**config.mk**
```make
export PLATFORM = sky130hd
export DESIGN_NAME = shft_deser
export DESIGN_NICKNAME = d
export VERILOG_FILES = /design/src/rtl/shft_deser.sv
export SDC_FILE = /design/constraint.sdc
export NUM_CORES = 1
export LEC_CHECK = 0
export ABC_AREA = 0
export ABC_CLOCK_PERIOD_IN_PS = 1900
export CAP_MARGIN = 10
export CORE_UTILIZATION = 42
export CTS_BUF_LIST = sky130_fd_sc_hd__clkbuf_4 sky130_fd_sc_hd__clkbuf_8
export CTS_CLUSTER_SIZE = 28
export DETAILED_ROUTE_END_ITERATION = 6
export PLACE_DENSITY = 0.76
export SETUP_SLACK_MARGIN = 0.5
export SKIP_CTS_REPAIR_TIMING = 1
export SLEW_MARGIN = 20
export SYNTH_ARGS = -nofsm -noshare
export SYNTH_HDL_FRONTEND = slang
export SYNTH_SLANG_ARGS = --single-unit
```
**constraint.sdc**
```tcl
create_clock -name clk -period 1.9 [get_ports clk]
set_clock_uncertainty 0.05 [all_clocks]
set_input_delay 0.38 -clock clk [delete_from_list [all_inputs] [get_ports clk]]
set_output_delay 0.38 -clock clk [all_outputs]
set_load 0.03 [all_outputs]
```
**src/rtl/shft_deser.sv**
```systemverilog
// shft_deser: serial-to-parallel receiver.
// Collects single bits into WIDTH-bit words, MSB-first or LSB-first as chosen
// at frame start, and hands each finished word over a valid/ready handshake.
// The output buffer holds one word.
//
// Ports:
//   clk          rising-edge clock
//   reset        synchronous, active-low reset
//   shft         direction, sampled on frame start (1 = MSB-first, 0 = LSB-first)
//   frame_start  marks bit_in as the first bit of a frame (needs bit_valid)
//   bit_valid    bit_in is valid this cycle
//   bit_in       serial data bit
//   data_o       assembled word
//   data_valid   data_o holds an unconsumed word
//   data_ready   consumer takes data_o when data_valid & data_ready
//   busy         a frame is in progress
//   bit_cnt      bits accepted in the current frame
//   overrun      sticky: a finished word was dropped (buffer full)
//   abort        sticky: a frame restarted over a partial word
module shft_deser #(
  parameter  int WIDTH = 4,
  localparam int CW    = $clog2(WIDTH + 1)
) (
  input  logic             clk,
  input  logic             reset,
  input  logic             shft,
  input  logic             frame_start,
  input  logic             bit_valid,
  input  logic             bit_in,
  output logic [WIDTH-1:0] data_o,
  output logic             data_valid,
  input  logic             data_ready,
  output logic             busy,
  output logic [CW-1:0]    bit_cnt,
  output logic             overrun,
  output logic             abort
);

  typedef enum logic {IDLE, RECV} state_t;

  state_t            state_q, state_d;
  logic [CW-1:0]     bit_cnt_q, bit_cnt_d;
  logic [WIDTH-1:0]  sreg_q, sreg_d;
  logic [WIDTH-1:0]  data_q, data_d;
  logic              dir_q, dir_d;
  logic              data_valid_q, data_valid_d;
  logic              overrun_q, overrun_d;
  logic              abort_q, abort_d;

  logic              start, accept, complete, dir_cur;
  logic [WIDTH-1:0]  base, shifted;
  logic [CW-1:0]     cnt_inc;

  always_comb begin
    state_d      = state_q;
    bit_cnt_d    = bit_cnt_q;
    sreg_d       = sreg_q;
    data_d       = data_q;
    dir_d        = dir_q;
    data_valid_d = data_valid_q;
    overrun_d    = overrun_q;
    abort_d      = abort_q;

    start   = bit_valid & frame_start;
    accept  = bit_valid & ((state_q == RECV) | frame_start);
    // A (re)start takes the fresh direction and begins from an empty register,
    // so a discarded partial word cannot leak into the new frame.
    dir_cur = start ? shft : dir_q;
    base    = start ? '0 : sreg_q;
    shifted = dir_cur ? {base[WIDTH-2:0], bit_in} : {bit_in, base[WIDTH-1:1]};
    cnt_inc = start ? CW'(1) : bit_cnt_q + 1'b1;
    complete = accept && (cnt_inc == CW'(WIDTH));

    if (accept) begin
      dir_d  = dir_cur;
      sreg_d = shifted;
      if (complete) begin
        state_d   = IDLE;
        bit_cnt_d = '0;
      end else begin
        state_d   = RECV;
        bit_cnt_d = cnt_inc;
      end
    end

    if (start && (state_q == RECV) && (bit_cnt_q != '0))
      abort_d = 1'b1;

    if (data_valid_q && data_ready)
      data_valid_d = 1'b0;

    // Completion may reuse a slot being consumed on the same edge.
    if (complete) begin
      if (!data_valid_q || data_ready) begin
        data_d       = shifted;
        data_valid_d = 1'b1;
      end else begin
        overrun_d = 1'b1;
      end
    end
  end

  always_ff @(posedge clk) begin
    if (!reset) begin
      state_q      <= IDLE;
      bit_cnt_q    <= '0;
      sreg_q       <= '0;
      data_q       <= '0;
      dir_q        <= 1'b0;
      data_valid_q <= 1'b0;
      overrun_q    <= 1'b0;
      abort_q      <= 1'b0;
    end else begin
      state_q      <= state_d;
      bit_cnt_q    <= bit_cnt_d;
      sreg_q       <= sreg_d;
      data_q       <= data_d;
      dir_q        <= dir_d;
      data_valid_q <= data_valid_d;
      overrun_q    <= overrun_d;
      abort_q      <= abort_d;
    end
  end

  assign data_o     = data_q;
  assign data_valid = data_valid_q;
  assign busy       = (state_q == RECV);
  assign bit_cnt    = bit_cnt_q;
  assign overrun    = overrun_q;
  assign abort      = abort_q;

endmodule

```
## Word-level counts from Yosys, hierarchy flattened

Index checks and enable logic that the tools add are counted.
W data, S select, Z words.

| cells by class | value |
|---|---|
| add/subtract/negate cells | 1 |
| $mul | 0 |
| div/mod/pow operators | 0 |
| magnitude comparators | 0 |
| eq/ne operators | 1 |
| shifts and indexed selects | 0 |
| muxes and demuxes | 9 |
| bitwise logic cells | 4 |
| reductions and logical operators | 9 |

Operator list:

| cell | number |
|---|---|
| $mux W4 | 2 |
| $mux W3 | 2 |
| $mux W1 | 5 |
| $logic_and A1 B1 Y1 | 4 |
| $reduce_and A2 Y1 | 2 |
| $add A3 B1 Y3 const B | 1 |
| $eq A3 B3 Y1 const B | 1 |
| $reduce_bool A3 Y1 | 1 |
| $and A1 B1 Y1 | 2 |
| $logic_not A1 Y1 | 1 |
| $logic_or A1 B1 Y1 | 1 |
| $not A1 Y1 | 1 |
| $or A1 B1 Y1 | 1 |

| storage, ports and cells | value |
|---|---|
| flip-flop bits (word level) | 16 |
| bits in latches | 0 |
| RAM bits | 0 |
| ROM bits | 0 |
| output and inout bits | 11 |
| word-level logic and storage cells | 32 |
| memories kept | 0 |

## Longest topological paths before layout

Gate-level depths: netlist of run 1.

| depth | value |
|---|---|
| depth in word-level cells | 5 |
| gate-level depth with buffers | 5 |

## Worst setup path after synthesis of run 1

OpenSTA, ideal clock, no wires.

| path | value |
|---|---|
| path kind | reg2reg |
| start | reg bit_cnt_q[0] (netlist: bit_cnt[0]) |
| end | reg data_q[1] (netlist: data_o[1]) |
| data arrival time | 1.726 ns |
| data required time | 1.722 ns |
| setup slack | -0.004 ns |
| cell stages (with the launch flop) | 6 |
| buffers on the path | 0 |
| cell sequence | dfxtp_1 -> inv_1 -> ha_1 -> nor4_4 -> mux2i_1 -> nor2_1 |

| on the way | value |
|---|---|
| longest elaborated chain between the ends | 5 |

Ends and longest elaborated chain:

| element | line | text |
|---|---|---|
| from (decl) | 42 | `logic [CW-1:0] bit_cnt_q, bit_cnt_d;` |
| from (signal assigned) | 115 | `bit_cnt_q <= bit_cnt_d;` |
| $add A3 B1 Y3 | 71 | `cnt_inc = start ? CW'(1) : bit_cnt_q + 1'b1;` |
| $mux W3 | 71 |  |
| $eq A3 B3 Y1 | 72 | `complete = accept && (cnt_inc == CW'(WIDTH));` |
| $logic_and A1 B1 Y1 | 72 |  |
| $reduce_and A2 Y1 (no source line) | - |  |
| to (signal assigned) | 117 | `data_q <= data_d;` |
| to (decl) | 44 | `logic [WIDTH-1:0] data_q, data_d;` |

No other way between the ends.
A chain may end at the register's enable or synchronous reset.

## Final worst setup path of run 1

| path | value |
|---|---|
| start | reg bit_cnt_q[1] (netlist: bit_cnt[1]) |
| end | reg data_q[1] (netlist: data_o[1]) |

The elaborated chain is that of the path after synthesis.

==> flow_summary_export.csv, run 1 <==
group,metric,value,unit
run_status,status,"finished with violations",
run_status,violations,"design-rule violations",
synth,ys_ff_latch,16,
cells_and_area,area_delta_synth_final,44.79,%
sta,setup_viol,0,
drt,wirelength,1634,um
clock_network,numClockSinks,16,
floorplan,core_area,1559,um^2
grt,grt_max_degree,15,
clock_network,worst_skew_pair.late_latency,0.29,ns
worst_hold_path,min_path_type,"reg -> reg",
synth,yosysUniqueCellTypes,28,
placement,placed_cell_area,994.7,um^2
synth,synth_seq_area_share,0.4376,
cells_and_area,n_antenna_cell,0,
floorplan,die_area,1914,um^2
sta,maxSlewHeadroom,0.6836,
grt,grt_pass1_wl,2573,um
sta,fin_crit_sh,0.8168,
sta,grt_setup_unrepaired,"yes",
worst_setup_path,critPathMaxFanout,5,
sta,worstMarginPinSlew,0.4696,ns
drt,viasPerCell,5.534,
placement,hpwlAfterDp,1147,um
synth,ys_top_cells_by_area,"dfxtp_1, nor2_1, mux2i_1",
placement,portBuffers,17,
drt,dr.pass1.iters,7,
cells_and_area,final_cell_area,1060,um^2
floorplan,ioPinCount,18,
run,maxCapViolCount,0,
worst_setup_path,crit_required,2.01,ns
cells_and_area,fin_nets,112,
synth,syn_avg_cell_area,9.506,um^2
power,ir_drop,0.3519,mV
synth,yosysTopAreaCell,"dfxtp_1",
cells_and_area,fillers,122,
floorplan,start_util,0.4695,
cells_and_area,drive_gt1_frac,0.2941,
clock_network,root_buffer,"clkbuf_4",
floorplan,fp.dieW,43.75,um
drt,drt_drc_violations_left,3,
grt,grt_pass1_vias,593,
sta,setup_ws,0.3480,ns
drt,first_iter_violations,25,
worst_setup_path,worstPathArrival,1.66,ns
placement,place_ws,-0.1044,ns
sta,fin_tns_setup,0,ns
power,power_density,607.3,nW/um^2
sta,finalHoldViolCount,0,
synth,syn_nets,86,
sta,max_freq,644.4,MHz
grt,grt_overflow,0,
clock_network,cts_tree,"yes",
clock_network,clock_path_buffers,2,
power,leakagePower,0.5626,nW
synth,synth_top_area_frac,0.4376,
synth,syn-cell-area,732.0,um^2
floorplan,die_h,43.75,um
sta,fin_crit,1.552,ns
sta,report.final.slew_viol_count,0,
clock_network,h-tree-depth,1,
drt,drtAntennaViolNets,0,
synth,yosys_warnings,0,
drt,wl_per_cell,13.85,um
drt,routed-via-count,653,
synth,syn-instance-count,77,
clock_network,cts_inserted_buffers,3,
grt,antenna_found_initial,0,
floorplan,rows,14,
worst_setup_path,startpoint_type,"flop",
worst_setup_path,worstSetupEndpointType,"flop",
grt,grt_usage,0.1837,
worst_setup_path,crit_type,"reg -> reg",
placement,routabilityCongestion,0.7746,
clock_network,clkSlewWorstSetupHoldPaths,0.10,ns
-- where the power goes --
part	internal (mW)	leakage [nW]	switching [mW]
sequential	0.342	0.132	0.0120
combinational	0.0405	0.412	0.0479
clock	0.0958	0.0184	0.105
total	0.479	0.563	0.165
-- area by class of cell --
cell class	instances	area (um^2)	area share
multi-input combinational	55	434.2	0.4097
sequential	16	330.3	0.3117
timing repair buffer	23	225.2	0.2125
clock buffer	4	30.03	0.02834
inverter	4	20.02	0.01889
tap	16	20.02	0.01889
-- registers in the layout, indices dropped and copies added, names as in the netlist --
signal	flops
data_o	4
sreg_q	4
bit_cnt	3
abort	1
busy	1
data_valid	1
dir_q	1
overrun	1
-- cells in the final DEF, fill, tap and decap left out, types with 2 or more instances in the layout --
cell type and instances:
nor2_1 18, dfxtp_1 12, dlymetal6s2s_1 10, buf_4 6
mux2i_1 4, clkbuf_4 4, clkdlybuf4s50_1 4, a211oi_1 3
a21oi_1 3, inv_4 2, o21ai_0 2, nand2b_1 2
a31oi_1 2, inv_1 2, nor2b_1 2, ha_4 2
dfxtp_4 2, dfxtp_2 2, clkbuf_2 2
-- stage by stage --
step                power, mW  cells  hold slack (ns)  utilization
floorplan              0.4098     77           0.4253            -
global placement       0.4454    113           0.3974       0.6380
detailed placement     0.4466    113           0.4101       0.6380
CTS                    0.6457    117           0.4332       0.6573
global route           0.6709    118           0.4542       0.6798
finish                 0.6436    118           0.4341       0.6798
-- Yosys cell counts --
master / count
nand3b_1: 1
nor2_1: 18
a311oi_1: 1
o21a_1: 1
nand2b_1: 2
clkbuf_1: 1
a21oi_1: 3
a21oi_2: 1
nor4_4: 1
o2bb2a_4: 1
and3b_2: 1
mux2i_1: 4
a21boi_1: 1
ha_1: 2
o21ai_0: 2
a22oi_1: 2
nor2b_1: 2
a32oi_1: 1
dfxtp_1: 16
xnor2_1: 1
a31oi_1: 2
nand2_1: 1
buf_2: 1
inv_1: 4
and2_0: 1
nand4b_4: 1
a211oi_1: 4
nor3_1: 1
-- cell families after synthesis --
family | Yosys count | share of synthesized area
simple gates | 29 | 0.2325
compound gates | 19 | 0.1966
flops | 16 | 0.4376
buf+inv | 6 | 0.03246
mux | 4 | 0.05470
fa+ha+maj | 2 | 0.03418
xor+xnor | 1 | 0.01197
-- worst paths after layout --
path / start / endpoint / slack [ns] / cells past startpoint
max: bit_cnt[1] / data_o[1] / 0.35 / 5
min: abort / abort / 0.43 / 2
max reg2reg: bit_cnt[1] / data_o[1] / 0.35 / 5
min reg2reg: abort / abort / 0.43 / 2
-- routing by layer --
metal  track usage  wire (um)
met5             0          0
met4       0.07500         27
met3       0.03750         84
met2        0.3075        770
met1        0.2292        752
-- critical path: stages (launching register included) --
cell and delay (ns):
dfxtp_4 0.39, inv_4 0.04, ha_4 0.25, nor4_4 0.41, mux2i_1 0.23, nor2_1 0.05
No activity file was read; power rests on OpenSTA's default activity.
==> run 2, diff against run 1 <==
Settings changed: ABC_CLOCK_PERIOD_IN_PS 1900 to 1550.
Clock period 1.9 ns to 1.55 ns, I/O delays scaled along.
==> run 2 against run 1 <==
Effect of this change:
- the run now ends clean
- global-route usage up 2.9 points
- count of clock-buffer cells in the layout stayed put
- core utilization grew 12 points
- critical path type unchanged
- largest power group unchanged
- highest routed layer unchanged
==> flow_summary_export.csv, run 2 (synthesis results as in run 1) <==
group,metric,value,unit
clock_network,h-tree-depth,1,
sta,grt_setup_unrepaired,"yes",
worst_hold_path,min_path_type,"in -> reg",
worst_setup_path,critPathMaxFanout,6,
drt,drtAntennaViolNets,0,
floorplan,fp.dieW,43.75,um
sta,maxSlewHeadroom,0.7240,
worst_setup_path,worstSetupEndpointType,"flop",
clock_network,clkSlewWorstSetupHoldPaths,0.10,ns
grt,antenna_found_initial,0,
placement,hpwlAfterDp,1396,um
clock_network,worst_skew_pair.late_latency,0.29,ns
cells_and_area,layoutNonFillerInstCount,133,
drt,routed-via-count,735,
run,maxCapViolCount,0,
placement,portBuffers,17,
floorplan,core_area,1559,um^2
placement,placed_cell_area,1070,um^2
worst_setup_path,startpoint_type,"flop",
cells_and_area,final_cell_area,1247,um^2
clock_network,numClockSinks,16,
cells_and_area,fin_nets,127,
sta,worstMarginPinSlew,0.4108,ns
run_status,status,"finished clean",
cells_and_area,mostFrequentLayoutCells,"nor2_1, buf_4, buf_6",
power,ir_drop,0.5117,mV
drt,wl_per_cell,16.74,um
worst_setup_path,crit_chain,"inv_4 > ha_4 > nor4_4 > buf_4 > mux2i_1 > nor2_1",
sta,setup_viol,0,
placement,dp_cells,120,
clock_network,cts_inserted_buffers,3,
grt,grt_pass1_vias,656,
drt,viasPerCell,5.526,
sta,report.final.slew_viol_count,0,
worst_setup_path,crit_slowest_cell,"dfxtp_4",
cells_and_area,drive_gt1_frac,0.5726,
worst_setup_path,crit_type,"reg -> reg",
cells_and_area,final_util,0.8002,
worst_setup_path,worstPathArrival,1.69,ns
sta,finalHoldViolCount,0,
worst_setup_path,crit_required,1.70,ns
drt,wirelength,2226,um
grt,grt_pass1_wl,2911,um
grt,grt_overflow,0,
sta,max_freq,646.5,MHz
drt,drt_drc_violations_left,0,
floorplan,rows,14,
cells_and_area,n_antenna_cell,0,
clock_network,cts_tree,"yes",
grt,grt_usage,0.2132,
power,p_total,0.8542,mW
floorplan,ioPinCount,18,
grt,grt_max_degree,15,
floorplan,die_area,1914,um^2
floorplan,die_h,43.75,um
clock_network,clock_path_buffers,2,
power,leakagePower,0.5360,nW
clock_network,root_buffer,"clkbuf_4",
floorplan,start_util,0.4695,
cells_and_area,area_delta_synth_final,70.43,%
placement,routabilityCongestion,0.8196,
cells_and_area,fillers,99,
worst_setup_path,slowest_delay,0.40,ns
sta,fin_crit_sh,0.9979,
sta,fin_crit,1.547,ns
drt,dr.pass1.iters,4,
power,power_density,684.8,nW/um^2
drt,first_iter_violations,11,
==> run 2: changes by cell type in the layout (fill, tap and decap cells not counted), sizes merged <==
cell           delta
buf              +24
clkbuf            -1
clkdlybuf4s50     -1
clkinvlp          +1
dlymetal6s2s      -7
inv               -1
==> run 2: final timing paths <==
kind | start | end | slack [ns] | cells past startpoint
max reg2reg | bit_cnt[0] | data_o[1] | 0.003 | 6
min reg2reg | abort | abort | 0.43 | 2
min | reset | busy | 0.33 | 3
max | bit_cnt[0] | data_o[1] | 0.003 | 6
==> run 2: worst max-delay path, delay by kind of cell (launching register included) <==
family                     cells  cell delay [ns]
adders and majority gates      1             0.25
muxes                          1             0.20
buffers and inverters          2             0.24
DFF                            1             0.40
and+or+nand+nor                2             0.31
==> run 2: cell type report <==
| class | count | area [um^2] | area share |
|---|---|---|---|
| Tap cell | 16 | 20.02 | 0.01605 |
| Inverter | 4 | 21.27 | 0.01705 |
| Clock buffer | 4 | 30.03 | 0.02407 |
| Multi-Input combinational cell | 55 | 474.2 | 0.3801 |
| Timing Repair Buffer | 38 | 357.8 | 0.2869 |
| Sequential cell | 16 | 344.1 | 0.2758 |
==> run 2: power breakdown <==
| group | leakage [nW] | internal, mW | switching (mW) | total (mW) |
|---|---|---|---|---|
| combinational | 0.381 | 0.0839 | 0.0793 | 0.163 |
| sequential | 0.136 | 0.418 | 0.0141 | 0.432 |
| clock | 0.0184 | 0.118 | 0.141 | 0.259 |
==> run 2: metrics by stage <==
step           hold WS (ns)  TNS (ns)  worst slack [ns]
2_1_floorplan        0.3663         0           0.01932
3_3_place_gp         0.3955    -3.451           -0.3194
3_5_place_dp         0.4090    -4.045           -0.3859
4_1_cts              0.4314    -1.663           -0.2082
5_1_grt              0.3232   -0.1912          -0.03623
6_report             0.3278         0          0.003219
==> run 2: routing by layer <==
layer / up-vias / share of wire / track usage
met4: 0 / 0.021 / 0.1250
li1: 357 / - / -
met5: - / 0 / 0
met2: 22 / 0.48 / 0.3373
met1: 350 / 0.47 / 0.2708
met3: 6 / 0.028 / 0.03750
==> run 3, diff against run 2 <==
==> constraint.sdc (replaced) <==
create_clock -name clk -period 1.55 [get_ports clk]
set_clock_uncertainty 0.05 [all_clocks]
set_input_delay 0.2325 -clock clk [delete_from_list [all_inputs] [get_ports clk]]
set_output_delay 0.2325 -clock clk [all_outputs]
set_load 0.03 [all_outputs]
==> run 3 against run 2 <==
Effect of this change:
- highest routed layer unchanged
- critical path depth unchanged
- the flow now finishes with violations (design-rule violations)
- core utilization down 2.6 points
- global-route usage down 2.5 points
- critical path type unchanged
- non-clock buffer count down 5
- sequential share of layout area up 0.63 points
==> flow_summary_export.csv, run 3 (synthesis results as in run 1) <==
group,metric,value,unit
run_status,status,"finished with violations",
run_status,violations,"design-rule violations",
floorplan,ioPinCount,18,
worst_setup_path,crit_required,1.69,ns
worst_setup_path,worstPathArrival,1.66,ns
placement,placed_cell_area,1025,um^2
floorplan,start_util,0.4695,
sta,maxSlewHeadroom,0.7882,
cells_and_area,n_antenna_cell,0,
power,p_sw,0.2296,mW
drt,wirelength,2167,um
floorplan,fp.dieW,43.75,um
sta,fin_crit,1.523,ns
drt,drtAntennaViolNets,0,
power,power_density,676.6,nW/um^2
placement,portBuffers,17,
placement,dp_cells,116,
floorplan,die_h,43.75,um
drt,wl_per_cell,16.80,um
power,netSwitchingFraction,0.2813,
placement,place_ws,-0.2678,ns
run,maxCapViolCount,0,
clock_network,clock_path_buffers,2,
drt,first_iter_violations,20,
grt,grtUsageMet3,0.03333,
sta,whs,0.2514,ns
drt,viasPerCell,5.628,
placement,hpwlAfterDp,1233,um
cells_and_area,layoutNonFillerInstCount,129,
sta,report.final.slew_viol_count,0,
worst_setup_path,worstSetupEndpointType,"flop",
grt,grt_max_degree,15,
placement,routabilityCongestion,0.8278,
worst_setup_path,crit_type,"reg -> reg",
power,ir_drop,0.4747,mV
floorplan,core_area,1559,um^2
sta,setup_viol,0,
worst_setup_path,crit_slowest_cell,"dfxtp_4",
power,p_total,0.8161,mW
power,internal_power,0.5865,mW
cells_and_area,final_cell_area,1206,um^2
sta,fin_crit_sh,0.9824,
sta,worstMarginPinSlew,0.3172,ns
power,p_comb_frac,0.181,
grt,met2_usage,0.2627,
worst_hold_path,min_path_type,"in -> reg",
grt,grt_usage,0.1882,
clock_network,worst_skew_pair.late_latency,0.29,ns
sta,grt_setup_unrepaired,"yes",
drt,drt_drc_violations_left,4,
clock_network,cts_inserted_buffers,3,
cells_and_area,drive_gt1_frac,0.4779,
clock_network,root_buffer,"clkbuf_4",
grt,grt_pass1_vias,575,
clock_network,h-tree-depth,1,
floorplan,die_area,1914,um^2
worst_setup_path,crit_chain,"inv_4 > ha_4 > nor4_4 > buf_4 > mux2i_1 > nor2_1",
floorplan,rows,14,
worst_setup_path,startpoint_type,"flop",
grt,use_met1,0.2689,
drt,dr.pass1.iters,6,
grt,grt_pass1_wl,2628,um
clock_network,numClockSinks,16,
sta,max_freq,656.7,MHz
worst_setup_path,critPathMaxFanout,6,
cells_and_area,final_common_cell,"nor2_1",
grt,grt.busiest_layer,"met1",
cells_and_area,mostFrequentLayoutCells,"nor2_1, buf_4, buf_6",
worst_setup_path,slowest_delay,0.41,ns
power,p_clk_frac,0.286,
cells_and_area,fin_nets,123,
power,leakagePower,0.5261,nW
power,seqPwrFrac,0.533,
grt,antenna_found_initial,0,
sta,finalHoldViolCount,0,
sta,setup_ws,0.02729,ns
clock_network,clkSlewWorstSetupHoldPaths,0.10,ns
clock_network,cts_tree,"yes",
drt,routed-via-count,726,
grt,grt_overflow,0,
cells_and_area,area_delta_synth_final,64.79,%
-- run 3: critical path, delay by kind of cell, from the launching register on --
family	cells	cell delay [ns]
DFF	1	0.41
and+or+nand+nor	2	0.31
adders and majority gates	1	0.25
buffers and inverters	2	0.24
muxes	1	0.19
-- run 3: layout make-up --
class | instances | area (um^2)
timing repair inverter | 1 | 5.005
tap | 16 | 20.02
multi-input combinational | 55 | 471.7
fill | 112 | 352.8
timing repair buffer | 33 | 321.6
clock buffer | 3 | 22.52
sequential | 16 | 340.3
inverter | 4 | 21.27
clock inverter | 1 | 3.754
-- run 3: per-layer routing --
layer  share of wire  vias to the layer above
li1                -                      349
met2            0.50                       23
met3           0.052                        2
met4          0.0065                        0
met1            0.44                      352
met5               0                        -
-- run 3: worst paths after layout --
check | to | from | slack (ns) | cells past startpoint
worst min-delay path | bit_cnt[0] | reset | 0.25 | 3
worst max register to register | data_o[2] | bit_cnt[0] | 0.03 | 6
worst min register to register | abort | abort | 0.45 | 2
worst max-delay path | data_o[2] | bit_cnt[0] | 0.03 | 6
-- run 3: power groups by stage --
stage                     Combinational, mW  Clock (mW)  Sequential [mW]
after floorplan                      0.0523           0            0.450
after global placement                0.109           0            0.443
after detailed placement              0.109           0            0.445
after CTS                             0.110       0.237            0.435
after global routing                  0.155       0.257            0.436
final                                 0.148       0.233            0.435
-- run 3: through the flow --
stage                 util  TNS, ns
detailed placement  0.6573   -2.182
CTS                 0.6742  -0.8124
global placement    0.6573   -1.823
finish              0.7737        0
floorplan                -        0
global route        0.7737  -0.1308
